--- config.mk ---
export PLATFORM = sky130hd
export DESIGN_NAME = id_ex_stage
export DESIGN_NICKNAME = d
export VERILOG_FILES = /design/src/rtl/id_ex_stage.sv
export SDC_FILE = /design/constraint.sdc
export NUM_CORES = 1
export LEC_CHECK = 0
export CORE_ASPECT_RATIO = 1.1
export CORE_MARGIN = 3
export CORE_UTILIZATION = 47
export CTS_CLUSTER_DIAMETER = 100
export CTS_CLUSTER_SIZE = 40
export DETAILED_ROUTE_END_ITERATION = 6
export PLACE_DENSITY = 0.93
export SYNTH_ARGS = -nofsm -noshare
export SYNTH_HDL_FRONTEND = slang
export SYNTH_SLANG_ARGS = --single-unit
--- constraint.sdc ---
create_clock -name i_clk -period 4.9 [get_ports i_clk]
set_input_delay 0.98 -clock i_clk [delete_from_list [all_inputs] [get_ports i_clk]]
set_output_delay 0.98 -clock i_clk [all_outputs]
set_load 0.02 [all_outputs]
--- src/rtl/id_ex_stage.sv ---
// ID/EX pipeline register: captures decoded fields, corrects ALU operands with
// EX/MEM and MEM/WB results, and detects load-use hazards against decode.
module id_ex_stage #(
    parameter int DATA_W = 32,
    parameter int REG_W  = 5
) (
    input  logic              i_clk,
    input  logic              i_reset,
    input  logic              i_stall,
    input  logic              i_flush,
    input  logic              i_valid,
    input  logic [DATA_W-1:0] i_rsData,
    input  logic [DATA_W-1:0] i_rtData,
    input  logic [REG_W-1:0]  i_rs,
    input  logic [REG_W-1:0]  i_rt,
    input  logic [REG_W-1:0]  i_rd,
    input  logic [DATA_W-1:0] i_imm,
    input  logic [4:0]        i_shamt,
    input  logic [3:0]        i_ALUControl,
    input  logic              i_useImm,
    input  logic              i_regWrite,
    input  logic              i_memRead,
    input  logic              i_memWrite,
    input  logic              i_memToReg,
    input  logic              i_exmem_regWrite,
    input  logic [REG_W-1:0]  i_exmem_rd,
    input  logic [DATA_W-1:0] i_exmem_result,
    input  logic              i_memwb_regWrite,
    input  logic [REG_W-1:0]  i_memwb_rd,
    input  logic [DATA_W-1:0] i_memwb_result,
    output logic [DATA_W-1:0] o_data1,
    output logic [DATA_W-1:0] o_data2,
    output logic [3:0]        o_ALUControl,
    output logic [4:0]        o_shiftAmount,
    output logic [DATA_W-1:0] o_storeData,
    output logic              o_valid,
    output logic [REG_W-1:0]  o_rd,
    output logic              o_regWrite,
    output logic              o_memRead,
    output logic              o_memWrite,
    output logic              o_memToReg,
    output logic              o_hazardStall
);

    logic              valid_q;
    logic [DATA_W-1:0] rs_val_q;
    logic [DATA_W-1:0] rt_val_q;
    logic [REG_W-1:0]  rs_q;
    logic [REG_W-1:0]  rt_q;
    logic [REG_W-1:0]  rd_q;
    logic [DATA_W-1:0] imm_q;
    logic [4:0]        shamt_q;
    logic [3:0]        alu_ctrl_q;
    logic              use_imm_q;
    logic              reg_write_q;
    logic              mem_read_q;
    logic              mem_write_q;
    logic              mem_to_reg_q;

    logic              load_use;
    logic [DATA_W-1:0] rs_capture;
    logic [DATA_W-1:0] rt_capture;
    logic [DATA_W-1:0] rs_fwd;
    logic [DATA_W-1:0] rt_fwd;

    // An immediate-form instruction only reads rt when it is a store.
    always_comb begin
        load_use = valid_q && mem_read_q && (rd_q != '0) && i_valid &&
                   ((rd_q == i_rs) ||
                    ((rd_q == i_rt) && (!i_useImm || i_memWrite)));
    end

    assign o_hazardStall = load_use && !i_stall && !i_reset;

    // The register file is written at the same edge we capture, so bypass it.
    always_comb begin
        rs_capture = i_rsData;
        rt_capture = i_rtData;
        if (i_memwb_regWrite && (i_memwb_rd == i_rs) && (i_rs != '0)) begin
            rs_capture = i_memwb_result;
        end
        if (i_memwb_regWrite && (i_memwb_rd == i_rt) && (i_rt != '0)) begin
            rt_capture = i_memwb_result;
        end
    end

    always_comb begin
        rs_fwd = rs_val_q;
        rt_fwd = rt_val_q;
        if (i_exmem_regWrite && (i_exmem_rd == rs_q) && (rs_q != '0)) begin
            rs_fwd = i_exmem_result;
        end else if (i_memwb_regWrite && (i_memwb_rd == rs_q) && (rs_q != '0)) begin
            rs_fwd = i_memwb_result;
        end
        if (i_exmem_regWrite && (i_exmem_rd == rt_q) && (rt_q != '0)) begin
            rt_fwd = i_exmem_result;
        end else if (i_memwb_regWrite && (i_memwb_rd == rt_q) && (rt_q != '0)) begin
            rt_fwd = i_memwb_result;
        end
    end

    always_ff @(posedge i_clk) begin
        if (i_reset) begin
            valid_q      <= 1'b0;
            rs_val_q     <= '0;
            rt_val_q     <= '0;
            rs_q         <= '0;
            rt_q         <= '0;
            rd_q         <= '0;
            imm_q        <= '0;
            shamt_q      <= '0;
            alu_ctrl_q   <= '0;
            use_imm_q    <= 1'b0;
            reg_write_q  <= 1'b0;
            mem_read_q   <= 1'b0;
            mem_write_q  <= 1'b0;
            mem_to_reg_q <= 1'b0;
        end else if (!i_stall) begin
            if (i_flush || load_use) begin
                // Bubble: operand fields are left as they were.
                valid_q      <= 1'b0;
                alu_ctrl_q   <= '0;
                reg_write_q  <= 1'b0;
                mem_read_q   <= 1'b0;
                mem_write_q  <= 1'b0;
                mem_to_reg_q <= 1'b0;
            end else begin
                valid_q      <= i_valid;
                rs_val_q     <= rs_capture;
                rt_val_q     <= rt_capture;
                rs_q         <= i_rs;
                rt_q         <= i_rt;
                rd_q         <= i_rd;
                imm_q        <= i_imm;
                shamt_q      <= i_shamt;
                alu_ctrl_q   <= i_ALUControl;
                use_imm_q    <= i_useImm;
                reg_write_q  <= i_regWrite && i_valid;
                mem_read_q   <= i_memRead && i_valid;
                mem_write_q  <= i_memWrite && i_valid;
                mem_to_reg_q <= i_memToReg && i_valid;
            end
        end
    end

    assign o_data1       = rs_fwd;
    assign o_data2       = use_imm_q ? imm_q : rt_fwd;
    assign o_storeData   = rt_fwd;
    assign o_ALUControl  = alu_ctrl_q;
    assign o_shiftAmount = shamt_q;
    assign o_valid       = valid_q;
    assign o_rd          = rd_q;
    assign o_regWrite    = reg_write_q;
    assign o_memRead     = mem_read_q;
    assign o_memWrite    = mem_write_q;
    assign o_memToReg    = mem_to_reg_q;

endmodule

==> flow_summary.yaml, run 1 <==
outcome:
  status: "complete, no violations"
sta:
  drv_slew: 0
  fin_crit_ns: 4.57
  finalSetupViolCount: 0
  worst_pin_slew_ns: 0.910
  slew-limit-headroom_pct: 39.4
  final_hold_viol_count: 0
  max_freq_mhz: 219
  finClkSkew_ns: 0.0108
  min_period_over_period_pct: 93.4
  rsz0062_at_grt: "no"
  tns_ns: 0
run:
  cap_violations: 0
routing:
  final_antenna_net_count: 0
  wl_per_cell_um: 21.6
  wirelength_um: 28700
  dr.pass1.iters: 5
  vias: 7823
  drc: 0
  via_per_inst: 5.90
  detail_route.iter0.violations: 653
worst_setup_path:
  criticalPathCategory: "in -> out"
  startpoint_type: "input port"
  cpMaxStageDelayCell: "clkdlybuf4s50_1"
  required_ns: 3.92
  timing.rr.end: "imm_q[6]"
  path_cells: "clkdlybuf4s50_1 > xnor2_1 > and4_1 > buf_12 > nand3_1 > a31oi_1 > mux2_2 > clkdlybuf4s50_1"
  cp_top_family: "buffers and inverters"
  ff2ff_path_depth: 6
  path_buf_inv: 3
  crit_path_max_incr_delay_ns: 0.64
  r2r_slack_ns: 1.95
  worst_path_most_repeated_cell: "clkdlybuf4s50_1"
  crit_fanout: 32
  crit_path_end_kind: "primary output"
  rr_startpoint: "o_rd[0]"
  critPathArrivalTime_ns: 3.59
cts:
  ctsHtreeMaxLevel: 4
  cts_tree: "done"
  post_cts_buffers: 0
  cts_resized: 0
  path_clk_slew_ns: 0.06
  cts_made_buffers: 17
  cts_buffer_depth: 2
  cts.sinks: 126
  clock_latency_ns: 0.42
  ctsHoldBuffers: 0
  clockRootBuffer: "clkbuf_16"
placed_design:
  portBuffers: 321
  place_congestion: 0.892
  post-dp-hpwl_um: 20600
power_and_ir_drop:
  vdd_drop_max_mv: 0.230
  power_leakage_uw: 0.00378
  power_density_mw_per_mm2: 274
  p_total_uw: 3130
hold_path:
  min_delay_path_depth: 2
  holdCritPathClass: "reg -> reg"
  worstHoldStart: "imm_q[12]"
  min_to: "imm_q[12]"
logic_synthesis:
  yosys.area.top_type: "dfxtp_1"
  synthDistinctLibCells: 44
  synth_top_area_share_pct: 33.5
  synth_commonest_cells: "mux2i_1 (149), nand2_1 (144), dfxtp_1 (126)"
  netlist_area_mm2: 0.00752
  async_flop_share_pct: 0
  synth-main-ff-cell: "dfxtp_1"
  syn_nets: 1049
  ys_seq_area_share_pct: 33.5
  synth_cells: 843
  avgSynthCellArea_um2: 8.92
  yosysMostFrequentCell: "mux2i_1"
  ys_top_cells_by_area: "dfxtp_1 (34%), mux2i_1 (20%), o2bb2ai_1 (7.5%), nand2_1 (7.2%), mux2_2 (4.8%)"
  synth-edff-count: 0
  ys_ff_latch: 126
  ys_warn_count: 0
die:
  rows: 47
  fp.dieW_um: 127
  ios: 322
  die_height_um: 139
  start_util_pct: 49.0
  coreArea_mm2: 0.0153
  dieArea_mm2: 0.0176
finish:
  n_antenna_cell: 0
  fill_cells: 1042
  finalNetCount: 1325
  synthToLayoutAreaGrowth_pct: 51.7
  layout-drive-gt1-share_pct: 9.11
  multi_input_area_mm2: 0.00463
  register_area_mm2: 0.00252
grt:
  grt_overflow: 0
  grt_pass1_vias: 8001
  grt_first_pass_wirelength_um: 45000
  grt_max_degree: 65
  grt.total_usage_pct: 32.0
  antenna_found_initial: 1
## placed cells by master, fill, tap and decap left out, types with 2 or more instances in the layout
master	netlist	layout
xor2_1	4	4
inv_1	3	2
a31oi_2	11	11
a211oi_4	0	2
clkdlybuf4s50_1	0	321
o21ai_0	61	61
buf_12	0	4
nor2b_1	2	2
mux2_2	32	32
nor3_1	32	32
dfxtp_1	126	125
a31oi_1	21	21
o41ai_1	2	2
o21ai_1	4	4
nand2_1	144	144
a22o_1	2	2
inv_6	0	2
xnor2_1	34	34
nor4_4	0	2
nor2_1	3	3
mux2i_1	149	149
o2bb2ai_1	64	64
clkinv_4	0	2
nand4_1	5	5
buf_4	7	13
bufinv_16	0	3
a32o_1	7	7
clkbuf_16	0	17
clkinvlp_4	0	5
or4_1	2	2
nand3_1	35	35
## worst max-delay path by stage
| stage | cells past startpoint | from | end |
|---|---|---|---|
| after floorplan | 8 | i_memwb_rd[4] | o_data2[10] |
| after global placement | 8 | i_memwb_rd[4] | o_data2[1] |
| after detailed placement | 8 | i_memwb_rd[1] | o_data2[27] |
| after CTS | 8 | i_memwb_rd[3] | o_data2[27] |
| after global routing | 8 | i_memwb_rd[3] | o_data1[11] |
| final | 8 | i_memwb_rd[3] | o_data2[27] |
## worst min-delay path: stages (launching register included)
cell and delay [ns]:
dfxtp_1 0.31, nand2_1 0.05, mux2i_1 0.05
## report_power, final
group / total [uW] / leakage [uW] / switching, uW / internal (uW)
logic: 705 / 0.00247 / 340 / 365
clock network: 1310 / 0.000278 / 492 / 815
registers: 1120 / 0.00103 / 42.2 / 1080
total: 3130 / 0.00378 / 875 / 2260
## flip-flops by register name (all words and copies together) (netlist names), 4 cells and up
signal	cells
rs_val_q	32
rs_q	5
o_shiftAmount	5
rt_q	5
o_rd	5
o_ALUControl	4
rt_val_q	32
imm_q	32
## cell families after synthesis
logic type	count (synthesis)	synth area share (%)
flip-flops	126	33.5
multiplexers	181	24.6
AND/OR/NAND/NOR	231	13.5
XOR/XNOR	38	4.43
AO/OA/AOI/OAI	183	18.2
buffers and inverters	84	5.67
## cell type report
cell class	instances	share of cell area (%)
well taps	196	2.15
multi-input cells	633	40.6
clock inverters	12	1.43
repair buffers	338	29.7
flip-flops and latches	126	22.1
inverters	3	0.110
clock buffers	19	3.88
## per-layer routing
metal	up-vias	GRT usage [%]	share of wire, %
met4	2	13.8	4.2
li1	3628	-	-
met5	-	0	0.059
met3	80	6.55	6.6
met2	398	53.5	48
met1	3715	39.6	41
## metrics by stage
step | worst slack, ns | area (um2) | std cells | utilization [%] | hold slack [ns]
6_report | 0.325 | 11400 | 1327 | 74.4 | 0.456
5_1_grt | 0.255 | 11400 | 1327 | 74.4 | 0.470
4_1_cts | 0.385 | 11400 | 1327 | 74.4 | 0.457
3_5_place_dp | 0.389 | 10800 | 1296 | 70.4 | 0.440
3_3_place_gp | 0.453 | 10800 | 1296 | 70.4 | 0.438
2_1_floorplan | 1.08 | 7520 | 843 | - | 0.426
Power figures use the tool's default switching activity.
==> run 2, diff against run 1 <==
==> constraint.sdc (replaced) <==
create_clock -name i_clk -period 4.9 [get_ports i_clk]
set_input_delay 1.47 -clock i_clk [delete_from_list [all_inputs] [get_ports i_clk]]
set_output_delay 1.47 -clock i_clk [all_outputs]
set_load 0.02 [all_outputs]
==> run 2 against run 1 <==
  * Setup slack worse by 0.29 ns
  * Clock skew down 0.0040 ns
  * Largest power group unchanged
  * Global-route usage up 2.7 points
  * Largest cell class unchanged
==> flow_summary.yaml, run 2 (synthesis gave the netlist of run 1 again) <==
outcome:
  status: "complete, no violations"
grt:
  grt.total_usage_pct: 34.6
  grt_max_degree: 65
  grt_pass1_vias: 8687
  grt_overflow: 0
  grt_first_pass_wirelength_um: 48200
  antenna_found_initial: 3
worst_setup_path:
  crit_path_end_kind: "primary output"
  rr_startpoint: "o_rd[0]"
  required_ns: 3.43
  crit_fanout: 8
  path_cells: "dlygate4sd2_1 > xnor2_2 > and4_4 > clkbuf_16 > nand3_1 > a31oi_4 > mux2_2 > clkdlybuf4s15_2"
  cp_top_family: "buffers and inverters"
  ff2ff_path_depth: 6
  critPathArrivalTime_ns: 3.39
  path_buf_inv: 3
  criticalPathCategory: "in -> out"
  r2r_slack_ns: 2.27
  timing.rr.end: "rs_val_q[13]"
  crit_path_max_incr_delay_ns: 0.33
  startpoint_type: "input port"
  cpMaxStageDelayCell: "and4_4"
die:
  die_height_um: 139
  ios: 322
  coreArea_mm2: 0.0153
  start_util_pct: 49.0
  dieArea_mm2: 0.0176
  fp.dieW_um: 127
  rows: 47
routing:
  detail_route.iter0.violations: 774
  final_antenna_net_count: 0
  drc: 0
  wl_per_cell_um: 23.4
  via_per_inst: 6.06
  dr.pass1.iters: 5
  wirelength_um: 33100
  vias: 8552
run:
  cap_violations: 0
sta:
  tns_ns: 0
  final_hold_viol_count: 0
  whs_ns: 0.454
  max_freq_mhz: 206
  worst_slack_ns: 0.0377
  finClkSkew_ns: 0.00674
  drv_slew: 0
  slew-limit-headroom_pct: 39.2
  worst_pin_slew_ns: 0.912
  fin_crit_ns: 4.86
  min_period_over_period_pct: 99.2
  finalSetupViolCount: 0
finish:
  fill_cells: 955
  post-route-util_pct: 80.7
  synthToLayoutAreaGrowth_pct: 64.6
  layout-drive-gt1-share_pct: 24.8
  finalNetCount: 1406
  final_cell_mix: "clkdlybuf4s50_1 (212), mux2i_1 (149), nand2_1 (144)"
  largestRegisters: "imm_q x32, rs_val_q x32, rt_val_q x32"
  final_common_cell: "clkdlybuf4s50_1"
cts:
  cts_tree: "done"
  ctsHoldBuffers: 0
  clock_latency_ns: 0.42
  cts_made_buffers: 17
  cts_buffer_depth: 2
  cts.sinks: 126
  path_clk_slew_ns: 0.06
  clockRootBuffer: "clkbuf_16"
  ctsHtreeMaxLevel: 4
placed_design:
  post-dp-hpwl_um: 22600
  place_ws_ns: -0.572
  place_congestion: 0.930
  portBuffers: 321
power_and_ir_drop:
  power_leakage_uw: 0.00452
  power_density_mw_per_mm2: 246
  vdd_drop_max_mv: 0.238
hold_path:
  min_to: "imm_q[18]"
  worstHoldStart: "imm_q[18]"
  min_delay_path_depth: 2
  holdCritPathClass: "reg -> reg"
-- run 2: metrics by stage --
step           instance area [um2]  power, uW  std cells
6_report                     12400       3040       1412
3_5_place_dp                 11500       1890       1364
4_1_cts                      12100       3010       1402
2_1_floorplan                 7520       1450        843
3_3_place_gp                 11500       1870       1364
5_1_grt                      12400       3130       1412
-- run 2: final cells by class --
type,count,area [um2],area share (%)
flip-flops and latches,126,2520,20.4
repair buffers,419,4150,33.5
well taps,196,245,1.98
diodes,3,7.51,0.0606
inverters,3,12.5,0.101
multi-input cells,633,4910,39.7
clock inverters,14,96.3,0.778
clock buffers,18,429,3.47
-- run 2: worst max path at each step --
stage / from / cells after the start / end / slack, ns
floorplan: i_memwb_rd[4] / 8 / o_data2[10] / 0.1
global placement: i_memwb_rd[3] / 8 / o_data2[24] / -0.51
finish: i_memwb_rd[4] / 8 / o_data2[17] / 0.04
CTS: i_exmem_rd[3] / 8 / o_data2[27] / -0.08
global route: i_memwb_rd[2] / 8 / o_data2[4] / -0.04
detailed placement: i_memwb_rd[3] / 8 / o_data2[27] / -0.57
-- run 2: worst min-delay path: cells and delay by family (launching register included) --
| family | cells | cell delay, ns |
|---|---|---|
| and+or+nand+nor | 1 | 0.05 |
| muxes | 1 | 0.05 |
| DFF | 1 | 0.30 |
-- run 2: power breakdown --
group	internal, uW	switching [uW]	total (uW)
combinational	392	379	771
clock	644	507	1150
sequential	1080	43.9	1120
total	2110	930	3040
-- run 2: layer usage --
metal | wire length, um | vias up | share of wire [%] | GRT usage [%]
met4 | 1870 | 0 | 5.7 | 17.7
met2 | 16200 | 580 | 49 | 60.3
met5 | 0 | - | 0 | 0
li1 | - | 3792 | - | -
met3 | 2750 | 136 | 8.3 | 7.40
met1 | 12300 | 4044 | 37 | 39.7
-- run 2: repair_timing --
| action | CTS | global route |
|---|---|---|
| buffers inserted | 4 | 4 |
| cloned | 2 | 3 |
| setup endpoints to repair | 96 | 89 |
| gates resized for setup | 357 | 41 |
| pin swaps | 7 | 4 |
==> run 3, diff against run 2 <==
CAP_MARGIN = 20   (was unset)
==> results of run 3 <==
Final layout, timing and power as in run 2 (identical DEF).
